--- src/rtl/div_seq_if.sv ---
// Divide request/response bundle between the execute stage and the divider sequencer.
interface div_seq_if;
    logic        start_i;
    logic        signed_i;
    logic [31:0] dividend_i;
    logic [31:0] divisor_i;
    logic        cancel_i;
    logic [31:0] quotient_o;
    logic [31:0] remainder_o;
    logic        ready_o;
    logic        pause_o;

    // Execute-stage side: issues the request, consumes the result.
    modport master (
        output start_i, signed_i, dividend_i, divisor_i, cancel_i,
        input  quotient_o, remainder_o, ready_o, pause_o
    );

    // Divider side.
    modport slave (
        input  start_i, signed_i, dividend_i, divisor_i, cancel_i,
        output quotient_o, remainder_o, ready_o, pause_o
    );
endinterface

--- src/rtl/div_seq.sv ---
// Multi-cycle radix-2 restoring divider sequencer for DIVW/MODW/DIVWU/MODWU.
module div_seq (
    input  logic     clk,
    input  logic     rst,
    div_seq_if.slave bus
);
    localparam int unsigned WIDTH = 32;
    localparam int unsigned CNT_W = 5;

    typedef enum logic [1:0] {IDLE, ZERO, BUSY, DONE} state_t;

    state_t             state_q, state_d;
    logic [CNT_W-1:0]   cnt_q;
    logic [WIDTH-1:0]   dvd_q;      // dividend magnitude, shifts out MSB-first while quotient shifts in
    logic [WIDTH-1:0]   dvsr_q;     // divisor magnitude
    logic [WIDTH-1:0]   raw_q;      // unmodified dividend for the divide-by-zero result
    logic [WIDTH-1:0]   rem_q;
    logic               q_neg_q, r_neg_q;

    logic               accept;
    logic               last_iter;
    logic [WIDTH-1:0]   dvd_mag, dvsr_mag;
    logic [WIDTH:0]     rem_sh, diff;
    logic               q_bit;
    logic [WIDTH-1:0]   rem_nx, quo_nx, quo_fix, rem_fix;

    // Request acceptance and operand magnitudes.
    always_comb begin
        accept   = bus.start_i && !bus.cancel_i;
        dvd_mag  = (bus.signed_i && bus.dividend_i[WIDTH-1]) ? WIDTH'(0) - bus.dividend_i : bus.dividend_i;
        dvsr_mag = (bus.signed_i && bus.divisor_i[WIDTH-1])  ? WIDTH'(0) - bus.divisor_i  : bus.divisor_i;
    end

    // One restoring step plus the sign fix-up applied on the final step.
    always_comb begin
        rem_sh    = {rem_q, dvd_q[WIDTH-1]};
        diff      = rem_sh - {1'b0, dvsr_q};
        q_bit     = !diff[WIDTH];
        rem_nx    = q_bit ? diff[WIDTH-1:0] : rem_sh[WIDTH-1:0];
        quo_nx    = {dvd_q[WIDTH-2:0], q_bit};
        quo_fix   = q_neg_q ? WIDTH'(0) - quo_nx : quo_nx;
        rem_fix   = r_neg_q ? WIDTH'(0) - rem_nx : rem_nx;
        last_iter = (cnt_q == CNT_W'(WIDTH - 1));
    end

    // State register.
    always_ff @(posedge clk) begin
        if (rst) state_q <= IDLE;
        else     state_q <= state_d;
    end

    // Next-state and combinational pause.
    always_comb begin
        state_d     = state_q;
        bus.pause_o = 1'b0;
        case (state_q)
            IDLE: if (accept) state_d = (bus.divisor_i == WIDTH'(0)) ? ZERO : BUSY;
            ZERO: state_d = bus.cancel_i ? IDLE : DONE;
            BUSY: begin
                if (bus.cancel_i)   state_d = IDLE;
                else if (last_iter) state_d = DONE;
            end
            DONE: if (bus.cancel_i || !bus.start_i) state_d = IDLE;
            default: state_d = IDLE;
        endcase
        if (!rst && accept && state_q != DONE) bus.pause_o = 1'b1;
    end

    // Operand capture and iteration datapath.
    always_ff @(posedge clk) begin
        if (rst) begin
            cnt_q   <= '0;
            dvd_q   <= '0;
            dvsr_q  <= '0;
            raw_q   <= '0;
            rem_q   <= '0;
            q_neg_q <= 1'b0;
            r_neg_q <= 1'b0;
        end else if (state_q == IDLE && accept) begin
            cnt_q   <= '0;
            dvd_q   <= dvd_mag;
            dvsr_q  <= dvsr_mag;
            raw_q   <= bus.dividend_i;
            rem_q   <= '0;
            q_neg_q <= bus.signed_i && (bus.dividend_i[WIDTH-1] ^ bus.divisor_i[WIDTH-1]);
            r_neg_q <= bus.signed_i && bus.dividend_i[WIDTH-1];
        end else if (state_q == BUSY && !bus.cancel_i) begin
            cnt_q <= cnt_q + CNT_W'(1);
            dvd_q <= quo_nx;
            rem_q <= rem_nx;
        end
    end

    // Registered result: loaded on DONE entry, cleared by reset or cancel.
    always_ff @(posedge clk) begin
        if (rst) begin
            bus.ready_o     <= 1'b0;
            bus.quotient_o  <= '0;
            bus.remainder_o <= '0;
        end else begin
            bus.ready_o <= (state_d == DONE);
            if (state_q != IDLE && bus.cancel_i) begin
                bus.quotient_o  <= '0;
                bus.remainder_o <= '0;
            end else if (state_q == ZERO) begin
                bus.quotient_o  <= '1;
                bus.remainder_o <= raw_q;
            end else if (state_q == BUSY && last_iter) begin
                bus.quotient_o  <= quo_fix;
                bus.remainder_o <= rem_fix;
            end
        end
    end
endmodule
--- src/flat_wrapper.sv ---
// flat-port wrapper written by rule: the top's interface ports become plain ports
module div_seq_flat 
  (clk, rst, bus_start_i, bus_signed_i, bus_dividend_i, bus_divisor_i, bus_cancel_i, bus_quotient_o, bus_remainder_o, bus_ready_o, bus_pause_o);
  div_seq_if bus_i ();
  input  logic clk;
  input  logic rst;
  input wire logic [$bits(bus_i.start_i)-1:0] bus_start_i;
  input wire logic [$bits(bus_i.signed_i)-1:0] bus_signed_i;
  input wire logic [$bits(bus_i.dividend_i)-1:0] bus_dividend_i;
  input wire logic [$bits(bus_i.divisor_i)-1:0] bus_divisor_i;
  input wire logic [$bits(bus_i.cancel_i)-1:0] bus_cancel_i;
  output wire logic [$bits(bus_i.quotient_o)-1:0] bus_quotient_o;
  output wire logic [$bits(bus_i.remainder_o)-1:0] bus_remainder_o;
  output wire logic [$bits(bus_i.ready_o)-1:0] bus_ready_o;
  output wire logic [$bits(bus_i.pause_o)-1:0] bus_pause_o;
  assign bus_i.start_i = bus_start_i;
  assign bus_i.signed_i = bus_signed_i;
  assign bus_i.dividend_i = bus_dividend_i;
  assign bus_i.divisor_i = bus_divisor_i;
  assign bus_i.cancel_i = bus_cancel_i;
  assign bus_quotient_o = bus_i.quotient_o;
  assign bus_remainder_o = bus_i.remainder_o;
  assign bus_ready_o = bus_i.ready_o;
  assign bus_pause_o = bus_i.pause_o;
  div_seq u_core (.clk(clk), .rst(rst), .bus(bus_i));
endmodule
--- config.mk ---
export PLATFORM = sky130hd
export DESIGN_NAME = div_seq_flat
export DESIGN_NICKNAME = d
export VERILOG_FILES = /design/src/rtl/div_seq_if.sv /design/src/rtl/div_seq.sv /design/src/flat_wrapper.sv
export SDC_FILE = /design/constraint.sdc
export NUM_CORES = 1
export LEC_CHECK = 0
export ABC_AREA = 1
export BUFFER_PORTS_ARGS = -buffer_cell sky130_fd_sc_hd__buf_4
export CORE_UTILIZATION = 35
export CTS_CLUSTER_DIAMETER = 200
export DETAILED_ROUTE_END_ITERATION = 8
export MAX_ROUTING_LAYER = met4
export PLACE_DENSITY = 0.64
export SYNTH_ARGS = -nofsm -noshare
export SYNTH_HDL_FRONTEND = slang
export SYNTH_SLANG_ARGS = --single-unit
--- constraint.sdc ---
create_clock -name clk -period 6.6 [get_ports clk]
set_input_delay 0.33 -clock clk [delete_from_list [all_inputs] [get_ports clk]]
set_output_delay 0.33 -clock clk [all_outputs]
set_load 0.01 [all_outputs]
Word level (Yosys, flattened, before mapping)
Cells that the tools add are included.
{"block": "op_classes", "n_mux": 19, "addsub": 6, "n_eq_ne": 6, "bitwise": 1, "n_reduce_logical": 22}
{"op": "32-bit 2-to-1 mux", "n": 11}
{"op": "1-bit by 32-bit subtractor with 32-bit output, first input constant", "n": 4}
{"op": "33-bit by 32-bit subtractor with 33-bit output", "n": 1}
{"op": "32-bit logical NOT", "n": 1}
{"op": "2-bit 2-to-1 mux", "n": 6}
{"op": "1-bit logical AND", "n": 10}
{"op": "2-bit one-hot mux with 4 select lines", "n": 1}
{"op": "2-bit equality test, second input constant", "n": 3}
{"op": "2-bit nonzero test", "n": 3}
{"op": "5-bit by 1-bit adder with 5-bit output, second input constant", "n": 1}
{"op": "5-bit equality test, second input constant", "n": 1}
{"op": "1-bit logical NOT", "n": 4}
{"op": "2-bit OR reduction", "n": 2}
{"op": "2-bit by 1-bit equality test with 1-bit output, second input constant", "n": 1}
{"op": "2-bit logical NOT", "n": 1}
{"op": "2-bit inequality test, second input constant", "n": 1}
{"op": "1-bit logical OR", "n": 1}
{"op": "1-bit 2-to-1 mux", "n": 1}
{"op": "1-bit XOR", "n": 1}
{"block": "totals", "inputBits": 69, "output_inout_bits": 66, "ff_bits": 202, "word_cells": 65}

Logic depth before layout (Yosys ltp)
Gate-level depths: netlist (run 1).
{"block": "logic_depth", "word_depth": 6, "ltp_mapped": 28, "depth_no_buf": 28}

Least setup slack after synthesis (run 1)
No wires, ideal clock.
{"block": "synth_timing", "path_kind": "reg2reg", "startpoint": "reg u_core.dvd_q[31]", "endpoint": "reg u_core.bus.quotient_o[28]", "path_buffers": 2, "slack_ns": 2.644, "required_time_ns": 6.483, "period_less_slack_ns": 3.956, "arrival_ns": 3.839, "path_stages_with_launch": 28, "setup_time_ns": 0.117, "path_cell_list": "dfxtp_1 inv_1 ha_1 inv_1 fa_1 nand2_1 nand2_1 nand3_1 nand2_2 nand2_2 nand2_2 nand2_4 nand3_4 nand2_4 buf_8 buf_2 ha_1 nand3_1 nor3_1 nand4_1 or2_2 inv_1 nand4_1 o21ai_0 o21ai_0 xor2_1 o221ai_1 inv_1"}
{"block": "synth_via", "elab_chain_len": 6}
{"item": "start, declared", "line": "div_seq.sv:14", "text": "logic [WIDTH-1:0] dvd_q;"}
{"item": "start signal, assigned", "line": "div_seq.sv:81", "text": "dvd_q <= dvd_mag;"}
{"item": "start signal, assigned", "line": "div_seq.sv:89", "text": "dvd_q <= quo_nx;"}
{"item": "33-bit by 32-bit subtractor with 33-bit output", "line": "div_seq.sv:37", "text": "diff = rem_sh - {1'b0, dvsr_q};"}
{"item": "1-bit logical NOT", "line": "div_seq.sv:38", "text": "q_bit = !diff[WIDTH];"}
{"item": "1-bit by 32-bit subtractor with 32-bit output", "line": "div_seq.sv:41", "text": "quo_fix = q_neg_q ? WIDTH'(0) - quo_nx : quo_nx;"}
{"item": "32-bit 2-to-1 mux", "line": "div_seq.sv:41"}
{"item": "32-bit 2-to-1 mux", "line": "div_seq.sv:108", "text": "end else if (state_q == BUSY && last_iter) begin"}
{"item": "32-bit 2-to-1 mux", "line": "div_seq.sv:105", "text": "end else if (state_q == ZERO) begin"}
{"item": "end signal, assigned", "line": "div_seq.sv:109", "text": "bus.quotient_o <= quo_fix;"}
{"item": "end, declared", "line": "div_seq_if.sv:22", "text": "output quotient_o, remainder_o, ready_o, pause_o"}
No other way between the ends. The select of a mux whose other input is x is not followed.
A chain may end at the register's enable or synchronous reset.

Worst setup path after layout (run 1)
Ends and elaborated chain as after synthesis.

==> results of run 1 <==
-- Yosys cell counts (6+ instances only) --
cell type  number  area, um^2
nor2_1        234         878
o21ai_0       149         746
xnor2_1        15         131
a211oi_1       18         135
xor2_1         25         219
buf_2           6        30.0
o21bai_1        6        45.0
o221ai_1       35         307
o22ai_1        43         269
nand2_1       573        2150
inv_1         375        1410
nor4_1         15        93.8
a31oi_1        19         119
nand4_1        14        87.6
a21oi_1       126         631
nand3b_1        9        67.6
o21ai_1        14        70.1
dfxtp_1       202        4040
buf_1          11        41.3
o211ai_1       25         188
nand3_1       139         696
ha_1           38         475
nand2_2        10        62.6
clkbuf_1       69         259
nor3_1         37         185
-- flip-flops by register name (all words and copies together) (netlist names) --
| register | count |
|---|---|
| u_core.bus.quotient_o | 32 |
| u_core.bus.remainder_o | 32 |
| u_core.dvd_q | 32 |
| u_core.dvsr_q | 32 |
| u_core.raw_q | 32 |
| u_core.rem_q | 32 |
| u_core.cnt_q | 5 |
| u_core.state_q | 2 |
| u_core.bus.ready_o | 1 |
| u_core.q_neg_q | 1 |
| u_core.r_neg_q | 1 |
-- cell type report --
cell class                 instances  area [um^2]  area share
multi-input combinational       1596         8030       0.496
sequential                       202         4040       0.250
inverter                         385         1450      0.0893
timing repair buffer             154         1160      0.0715
clock buffer                      33          716      0.0442
tap                              518          648      0.0401
clock inverter                    13          136     0.00843
antenna                            1         2.50    0.000155
-- kinds of logic after synthesis --
kind of cell,after synthesis,synth area share
AO/OA/AOI/OAI,458,0.195
XOR/XNOR,40,0.0252
adder cells (fa/ha/maj),39,0.0356
buffers and inverters,478,0.133
flip-flops,202,0.291
AND/OR/NAND/NOR,1059,0.321
-- per-layer routing --
metal / vias up / GRT usage / routed length (um)
met5: - / - / 0
met3: 70 / 0.0212 / 2870
met4: 0 / 0.0630 / 1200
met1: 6918 / 0.331 / 23000
li1: 7602 / - / -
met2: 527 / 0.373 / 21700
-- worst register-to-register path, cell delays in order, from the launching register on --
cell,delay (ns)
dfxtp_1,0.30
inv_1,0.07
ha_1,0.14
inv_1,0.06
fa_1,0.40
nand2_1,0.08
nand2_1,0.09
nand3_1,0.11
nand2_2,0.09
nand2_2,0.07
nand2_2,0.08
nand2_4,0.11
nand3_4,0.14
nand2_4,0.42
ha_1,0.30
nand3_1,0.14
nor3_1,0.33
nand4_1,0.26
or2_2,0.38
inv_1,0.08
nand4_1,0.10
o21ai_0,0.26
o21ai_0,0.16
xor2_1,0.17
o221ai_1,0.15
inv_1,0.05
-- through the flow --
step	hold WS [ns]	std cells	setup WS, ns	area, um^2	util
after floorplan	0.419	2276	2.64	13900	-
after global placement	0.436	2855	2.09	15300	0.394
after detailed placement	0.443	2855	2.00	15300	0.394
after CTS	0.0385	2901	2.01	16200	0.416
after global routing	0.0621	2901	1.50	16200	0.416
final	0.0598	2902	1.97	16200	0.416
-- layout by cell type (no fill, tap or decap), drive strengths merged, types with 2 or more instances in the layout --
| master | instances |
|---|---|
| o21a | 2 |
| nor3 | 41 |
| nand2 | 587 |
| o22ai | 43 |
| and2 | 4 |
| nor2 | 237 |
| clkbuf | 33 |
| o32ai | 4 |
| nand4 | 14 |
| o21bai | 6 |
| a211oi | 18 |
| o211ai | 25 |
| o21ai | 164 |
| o221ai | 35 |
| a221oi | 4 |
| and3 | 2 |
| nor4 | 15 |
| a21oi | 128 |
| ha | 38 |
| inv | 381 |
| xor2 | 25 |
| nand3 | 142 |
| xnor2 | 15 |
| bufinv | 2 |
| a31oi | 19 |
| clkinv | 14 |
| nand3b | 9 |
| o311ai | 2 |
| buf | 154 |
| a21o | 2 |
| o31ai | 2 |
| dfxtp | 202 |
| or2 | 5 |
-- power groups by stage --
stage / Combinational [mW] / Clock [mW] / Sequential (mW)
2_1_floorplan: 1.17 / 0 / 1.32
3_3_place_gp: 1.56 / 0 / 1.34
3_5_place_dp: 1.56 / 0 / 1.34
4_1_cts: 1.57 / 1.46 / 1.31
5_1_grt: 1.80 / 1.51 / 1.32
6_report: 1.60 / 1.43 / 1.32
-- worst min path at each step --
stage / startpoint / slack [ns] / depth (start not counted) / to
2_1_floorplan: u_core.raw_q[23] / 0.42 / 2 / u_core.raw_q[23]
3_3_place_gp: u_core.dvsr_q[26] / 0.44 / 2 / u_core.dvsr_q[26]
3_5_place_dp: u_core.raw_q[23] / 0.44 / 2 / u_core.raw_q[23]
4_1_cts: bus_dividend_i[11] / 0.04 / 3 / u_core.raw_q[11]
5_1_grt: bus_dividend_i[17] / 0.06 / 3 / u_core.raw_q[17]
6_report: bus_dividend_i[11] / 0.06 / 3 / u_core.raw_q[11]
==> impl_metrics.env, run 1 <==
export IMPL_combPwrFrac=0.368
export IMPL_hold_viol=0
export IMPL_power_density_nw_per_um2=269
export IMPL_ys_warn_count=0
export IMPL_grtUsageTotal=0.239
export IMPL_syn_cell_area_um2=13900
export IMPL_path_common_cell="inv_1"
export IMPL_row_count=72
export IMPL_drv_cap=0
export IMPL_clk_pin_slew_ns=0.07
export IMPL_vias_per_cell=5.21
export IMPL_path_delay_family="simple AND/OR/NAND/NOR gates"
export IMPL_p_int_mw=2.58
export IMPL_firstDrtPassIters=7
export IMPL_cts_path_max_buffers=3
export IMPL_setup_viol_count_final=0
export IMPL_die_y_um=201
export IMPL_ys_seq_area_frac=0.291
export IMPL_port_buffers=134
export IMPL_p_sw_frac=0.406
export IMPL_required_ns=7.05
export IMPL_num_vias=15100
export IMPL_period_needed_ns=4.63
export IMPL_start_util=0.357
export IMPL_fillers=4159
export IMPL_leakage_nw=8.08
export IMPL_syn_inst=2276
export IMPL_cpPeakStageDelay_ns=0.42
export IMPL_yosysUniqueCellTypes=58
export IMPL_rsz0062_at_grt="false"
export IMPL_relSlewSlack=0.201
export IMPL_postCtsHoldBufs=0
export IMPL_syn_nets=2384
export IMPL_place_gp_congestion=0.943
export IMPL_syn2layout_area_growth_pct=16.3
export IMPL_avgRoutedWirePerCell_um=16.8
export IMPL_fin_tns_setup_ns=0
export IMPL_grt_pass1_vias=13700
export IMPL_die_area_um2=40500
export IMPL_end_kind="flip-flop"
export IMPL_crit_type="flip-flop to flip-flop"
export IMPL_boundaryPins=135
export IMPL_drv_slew=0
export IMPL_period_share=0.702
export IMPL_async_reset_ff_frac=0
export IMPL_drive_gt1_frac=0.0995
export IMPL_crit_path_end="u_core.bus.quotient_o[28]"
export IMPL_path_depth=25
export IMPL_r2r_start="u_core.dvd_q[31]"
export IMPL_ys_seq_elements=202
export IMPL_start_kind="flip-flop"
export IMPL_drc=0
export IMPL_routed_wl_um=48700
export IMPL_synth_ff_type="dfxtp_1"
export IMPL_fmax_mhz=216
export IMPL_status="complete, no violations"
export IMPL_cts_made_buffers=25
export IMPL_htreeDepth=1
export IMPL_cts_tree="yes"
export IMPL_synth_edf_count=0
export IMPL_layout_nets=2472
export IMPL_reg2reg_slack_ns=1.97
export IMPL_drtIter0Drc=1379
export IMPL_grt_start_max_net_pins=66
export IMPL_coreArea_um2=38900
export IMPL_worstHoldPathType="primary input to flip-flop"
export IMPL_dpl_hpwl_um=36800
export IMPL_power_total_mw=4.35
export IMPL_tightest_slew_ns=1.20
export IMPL_dieWidth_um=201
export IMPL_r2r_end="u_core.bus.quotient_o[28]"
export IMPL_ant_nets=0
export IMPL_p_clk_frac=0.329
export IMPL_clock_latency_ns=0.56
export IMPL_startpoint="u_core.dvd_q[31]"
export IMPL_worst_ep_arrival_time_ns=5.08
export IMPL_power_frac_seq=0.303
export IMPL_crit_path_max_fanout=47
export IMPL_cpMaxStageDelayCell="nand2_4"
export IMPL_gr_total_overflow=0
export IMPL_p_sw_mw=1.76
export IMPL_cts_resized=0
export IMPL_finClkSkew_ns=0.0296
export IMPL_r2r_cells=25
export IMPL_post_cts_buffers=0
export IMPL_grt_pass1_wl_um=75400
export IMPL_ir_drop_uv=189
export IMPL_cts_sinks=202
export IMPL_avgSynthCellArea_um2=6.11
export IMPL_cp_num_buf_inv=4
export IMPL_clockRootBuffer="clkbuf_16"
export IMPL_antenna_found_initial=0
No activity file was read; power rests on OpenSTA's default activity.
==> inputs of run 2 (changes only) <==
--- a/config.mk
+++ b/config.mk
@@ -5,13 +5,13 @@
 export SDC_FILE = /design/constraint.sdc
 export NUM_CORES = 1
 export LEC_CHECK = 0
-export ABC_AREA = 1
+export ABC_AREA = 0
 export BUFFER_PORTS_ARGS = -buffer_cell sky130_fd_sc_hd__buf_4
 export CORE_UTILIZATION = 35
 export CTS_CLUSTER_DIAMETER = 200
 export DETAILED_ROUTE_END_ITERATION = 8
 export MAX_ROUTING_LAYER = met4
-export PLACE_DENSITY = 0.64
+export PLACE_DENSITY = 0.66
 export SYNTH_ARGS = -nofsm -noshare
 export SYNTH_HDL_FRONTEND = slang
 export SYNTH_SLANG_ARGS = --single-unit
==> constraint.sdc (replaced) <==
create_clock -name clk -period 3.9 [get_ports clk]
set_input_delay 0.195 -clock clk [delete_from_list [all_inputs] [get_ports clk]]
set_output_delay 0.195 -clock clk [all_outputs]
set_load 0.01 [all_outputs]
==> run 2 against run 1 <==
The run now ends with design-rule violations, negative setup slack left. Sequential share of layout area shrank 2.1 points. Cell count fell by 16%. First-iteration DRC count is 11% lower. Maximum frequency grew 3.5%. Die area down 8.1%. Synthesized cell count fell by 27%. Area after synthesis shrank 8.2%. Critical endpoint is now u_core.bus.remainder_o[28].
==> impl_metrics.env, run 2 <==
export IMPL_required_ns=4.35
export IMPL_r2r_cells=19
export IMPL_synthAdderAreaFrac=0.0388
export IMPL_synth_xor_area_frac=0.0912
export IMPL_post_route_util=0.495
export IMPL_reg2reg_slack_ns=-0.57
export IMPL_period_share=1.15
export IMPL_yosys_area_top_type="dfxtp_1"
export IMPL_crit_type="flip-flop to flip-flop"
export IMPL_firstDrtPassIters=7
export IMPL_r2r_start="u_core.dvd_q[31]"
export IMPL_ir_drop_uv=340
export IMPL_start_util=0.357
export IMPL_synthSimpleGateAreaFrac=0.200
export IMPL_grtUsageTotal=0.231
export IMPL_drc=10
export IMPL_row_count=69
export IMPL_ys_seq_area_frac=0.317
export IMPL_antenna_found_initial=0
export IMPL_synth_edf_count=0
export IMPL_leakage_nw=7.12
export IMPL_crit_path_max_fanout=4
export IMPL_cts_made_buffers=24
export IMPL_worst_slack_ns=-0.574
export IMPL_die_area_um2=37300
export IMPL_coreArea_um2=35700
export IMPL_fin_tns_setup_ns=-3.12
export IMPL_dp_cells=2347
export IMPL_syn_inst=1664
export IMPL_power_density_nw_per_um2=397
export IMPL_drv_slew=0
export IMPL_rsz0062_at_grt="true"
export IMPL_dpl_hpwl_um=32100
export IMPL_dp_slack_ns=-0.660
export IMPL_boundaryPins=135
export IMPL_hold_viol=0
export IMPL_min_path_cells=4
export IMPL_grt_pass1_wl_um=67000
export IMPL_vias_per_cell=5.53
export IMPL_place_gp_congestion=0.927
export IMPL_startpoint="u_core.dvd_q[31]"
export IMPL_avgSynthCellArea_um2=7.67
export IMPL_grt_pass1_vias=12800
export IMPL_stdcell_area_um2=17700
export IMPL_setup_viol_count_final=12
export IMPL_antennaDiodeCount=0
export IMPL_grt_start_max_net_pins=79
export IMPL_layoutNonFillerInstCount=2451
export IMPL_drtIter0Drc=1223
export IMPL_avgRoutedWirePerCell_um=17.5
export IMPL_syn_cell_area_um2=12800
export IMPL_ys_seq_elements=202
export IMPL_clockRootBuffer="clkbuf_16"
export IMPL_num_vias=13600
export IMPL_synthDominantCellAreaShare=0.317
export IMPL_synth_compound_area_frac=0.282
export IMPL_dpl_instance_area_um2=15600
export IMPL_cts_tree="yes"
export IMPL_cts_path_max_buffers=3
export IMPL_r2r_end="u_core.bus.remainder_o[28]"
export IMPL_synth_top_family_by_area="compound AO/OA/AOI/OAI gates"
export IMPL_status="finished with violations"
export IMPL_crit_path_end="u_core.bus.remainder_o[28]"
export IMPL_violations="design-rule violations, negative setup slack"
export IMPL_synth_top_cells_by_count="nand2_1 (224), dfxtp_1 (202), a21oi_1 (162)"
export IMPL_mostFrequentLayoutCell="buf_4"
export IMPL_synth_ff_type="dfxtp_1"
export IMPL_dieWidth_um=193
export IMPL_drive_gt1_frac=0.268
export IMPL_relSlewSlack=0.181
export IMPL_routed_wl_um=42900
export IMPL_end_kind="flip-flop"
export IMPL_multi_input_area_um2=8820
export IMPL_clock_latency_ns=0.54
export IMPL_worstHoldPathType="primary input to flip-flop"
export IMPL_worst_ep_arrival_time_ns=4.93
export IMPL_synth_area_leaders="dfxtp_1 (32%), nand2_1 (6.6%), a21oi_1 (6.3%), xor2_1 (5.3%), nor2_1 (4.7%)"
export IMPL_async_reset_ff_frac=0
export IMPL_period_needed_ns=4.47
export IMPL_final_cell_mix="buf_4 (352), nand2_1 (219), dfxtp_1 (191), nor2_1 (158), a21oi_1 (150)"
export IMPL_seq_area_um2=4060
export IMPL_layout_nets=2081
export IMPL_cts_sinks=202
export IMPL_tightest_slew_ns=1.23
export IMPL_synthMostInstantiatedCell="nand2_1"
export IMPL_fillers=3432
export IMPL_port_buffers=134
export IMPL_syn2layout_area_growth_pct=38.6
export IMPL_finClkSkew_ns=0.00904
export IMPL_htreeDepth=1
export IMPL_yosysUniqueCellTypes=76
export IMPL_fmax_mhz=224
export IMPL_synth_area_mux_share=0.0207
export IMPL_gr_total_overflow=0
export IMPL_syn_nets=1772
export IMPL_ant_nets=0
export IMPL_clk_pin_slew_ns=0.06
export IMPL_ys_warn_count=0
export IMPL_die_y_um=193
export IMPL_start_kind="flip-flop"
export IMPL_drv_cap=0
==> run 2: cell types whose count changed after synthesis, moves of 33 or more <==
cell	previous run	this run
nand3_1	139	17
inv_1	375	47
xor2_1	25	78
a311oi_1	1	34
a211oi_1	18	63
nand2_1	573	224
xnor2_1	15	55
o22ai_1	43	1
a21oi_1	126	162
o31ai_1	2	49
o21ai_0	149	68
nor2_1	234	160
==> run 2: cell families (layout without fill, tap and decap cells) <==
| kind of cell | Yosys count | in the layout |
|---|---|---|
| AOI/OAI and AO/OA | 532 | 532 |
| xor gates and xnor gates | 133 | 133 |
| adders and majority gates | 39 | 39 |
| buffers and inverters | 167 | 493 |
| DFF | 202 | 202 |
| muxes | 26 | 26 |
| and+or+nand+nor | 565 | 565 |
==> run 2: area by class of cell <==
cell class                      count  share of cell area
Clock buffer                       34              0.0400
Multi-Input combinational cell   1295               0.499
Sequential cell                   202               0.229
Timing Repair Buffer              401               0.179
Inverter                           49              0.0104
Tap cell                          461              0.0326
Clock inverter                      9             0.00997
==> run 2: layer usage <==
layer | global-route usage | vias to the layer above | wire length, um | share of wire
li1 | - | 6680 | - | -
met1 | 0.301 | 6490 | 19200 | 0.45
met2 | 0.383 | 338 | 20800 | 0.49
met3 | 0.0206 | 52 | 1890 | 0.044
met4 | 0.0595 | 0 | 979 | 0.023
met5 | - | - | 0 | 0
==> run 2: worst max-delay path: stages (launching register included) <==
cell and delay [ns]:
dfxtp_4 0.35, inv_2 0.06, ha_4 0.12, inv_2 0.04, fa_2 0.36, nand3_4 0.09, a21oi_4 0.07, o21ai_4 0.23
a211oi_4 0.11, o21a_1 0.24, nor2_4 0.18, mux2i_2 0.26, ha_2 0.21, or4b_4 0.47, mux2_4 0.29, or4b_4 0.60
buf_6 0.16, o211ai_1 0.21, o41ai_2 0.11, a211oi_1 0.23
==> run 2: timing repair <==
item	in CTS	in global routing
hold buffers	42	0
endpoints found under the setup margin	21	24
gates resized for setup	45	69
hold endpoints to repair	45	0
pin swaps	29	57
setup buffers	9	12
gates cloned	0	0
==> run 2: how the worst min path moves through the flow <==
stage | start | slack [ns] | end
floorplan | bus_dividend_i[22] | 0.33 | u_core.raw_q[22]
global placement | u_core.dvsr_q[31] | 0.44 | u_core.dvsr_q[31]
detailed placement | u_core.raw_q[28] | 0.45 | u_core.raw_q[28]
CTS | bus_divisor_i[6] | 0.0008 | u_core.dvsr_q[6]
global route | bus_divisor_i[0] | 0.01 | u_core.dvsr_q[0]
finish | bus_divisor_i[6] | 0.009 | u_core.dvsr_q[6]
==> run 2: stage by stage <==
step / power (mW) / hold slack (ns)
global route: 7.37 / 0.0132
finish: 7.03 / 0.00874
global placement: 4.21 / 0.444
floorplan: 3.48 / 0.331
CTS: 6.86 / 0.000792
detailed placement: 4.23 / 0.448
==> run 2: power by group <==
group          switching (mW)  total [mW]  internal (mW)
Combinational            1.28        2.35           1.06
Clock                   0.940        2.47           1.53
Sequential             0.0715        2.21           2.14
Total                    2.29        7.03           4.74
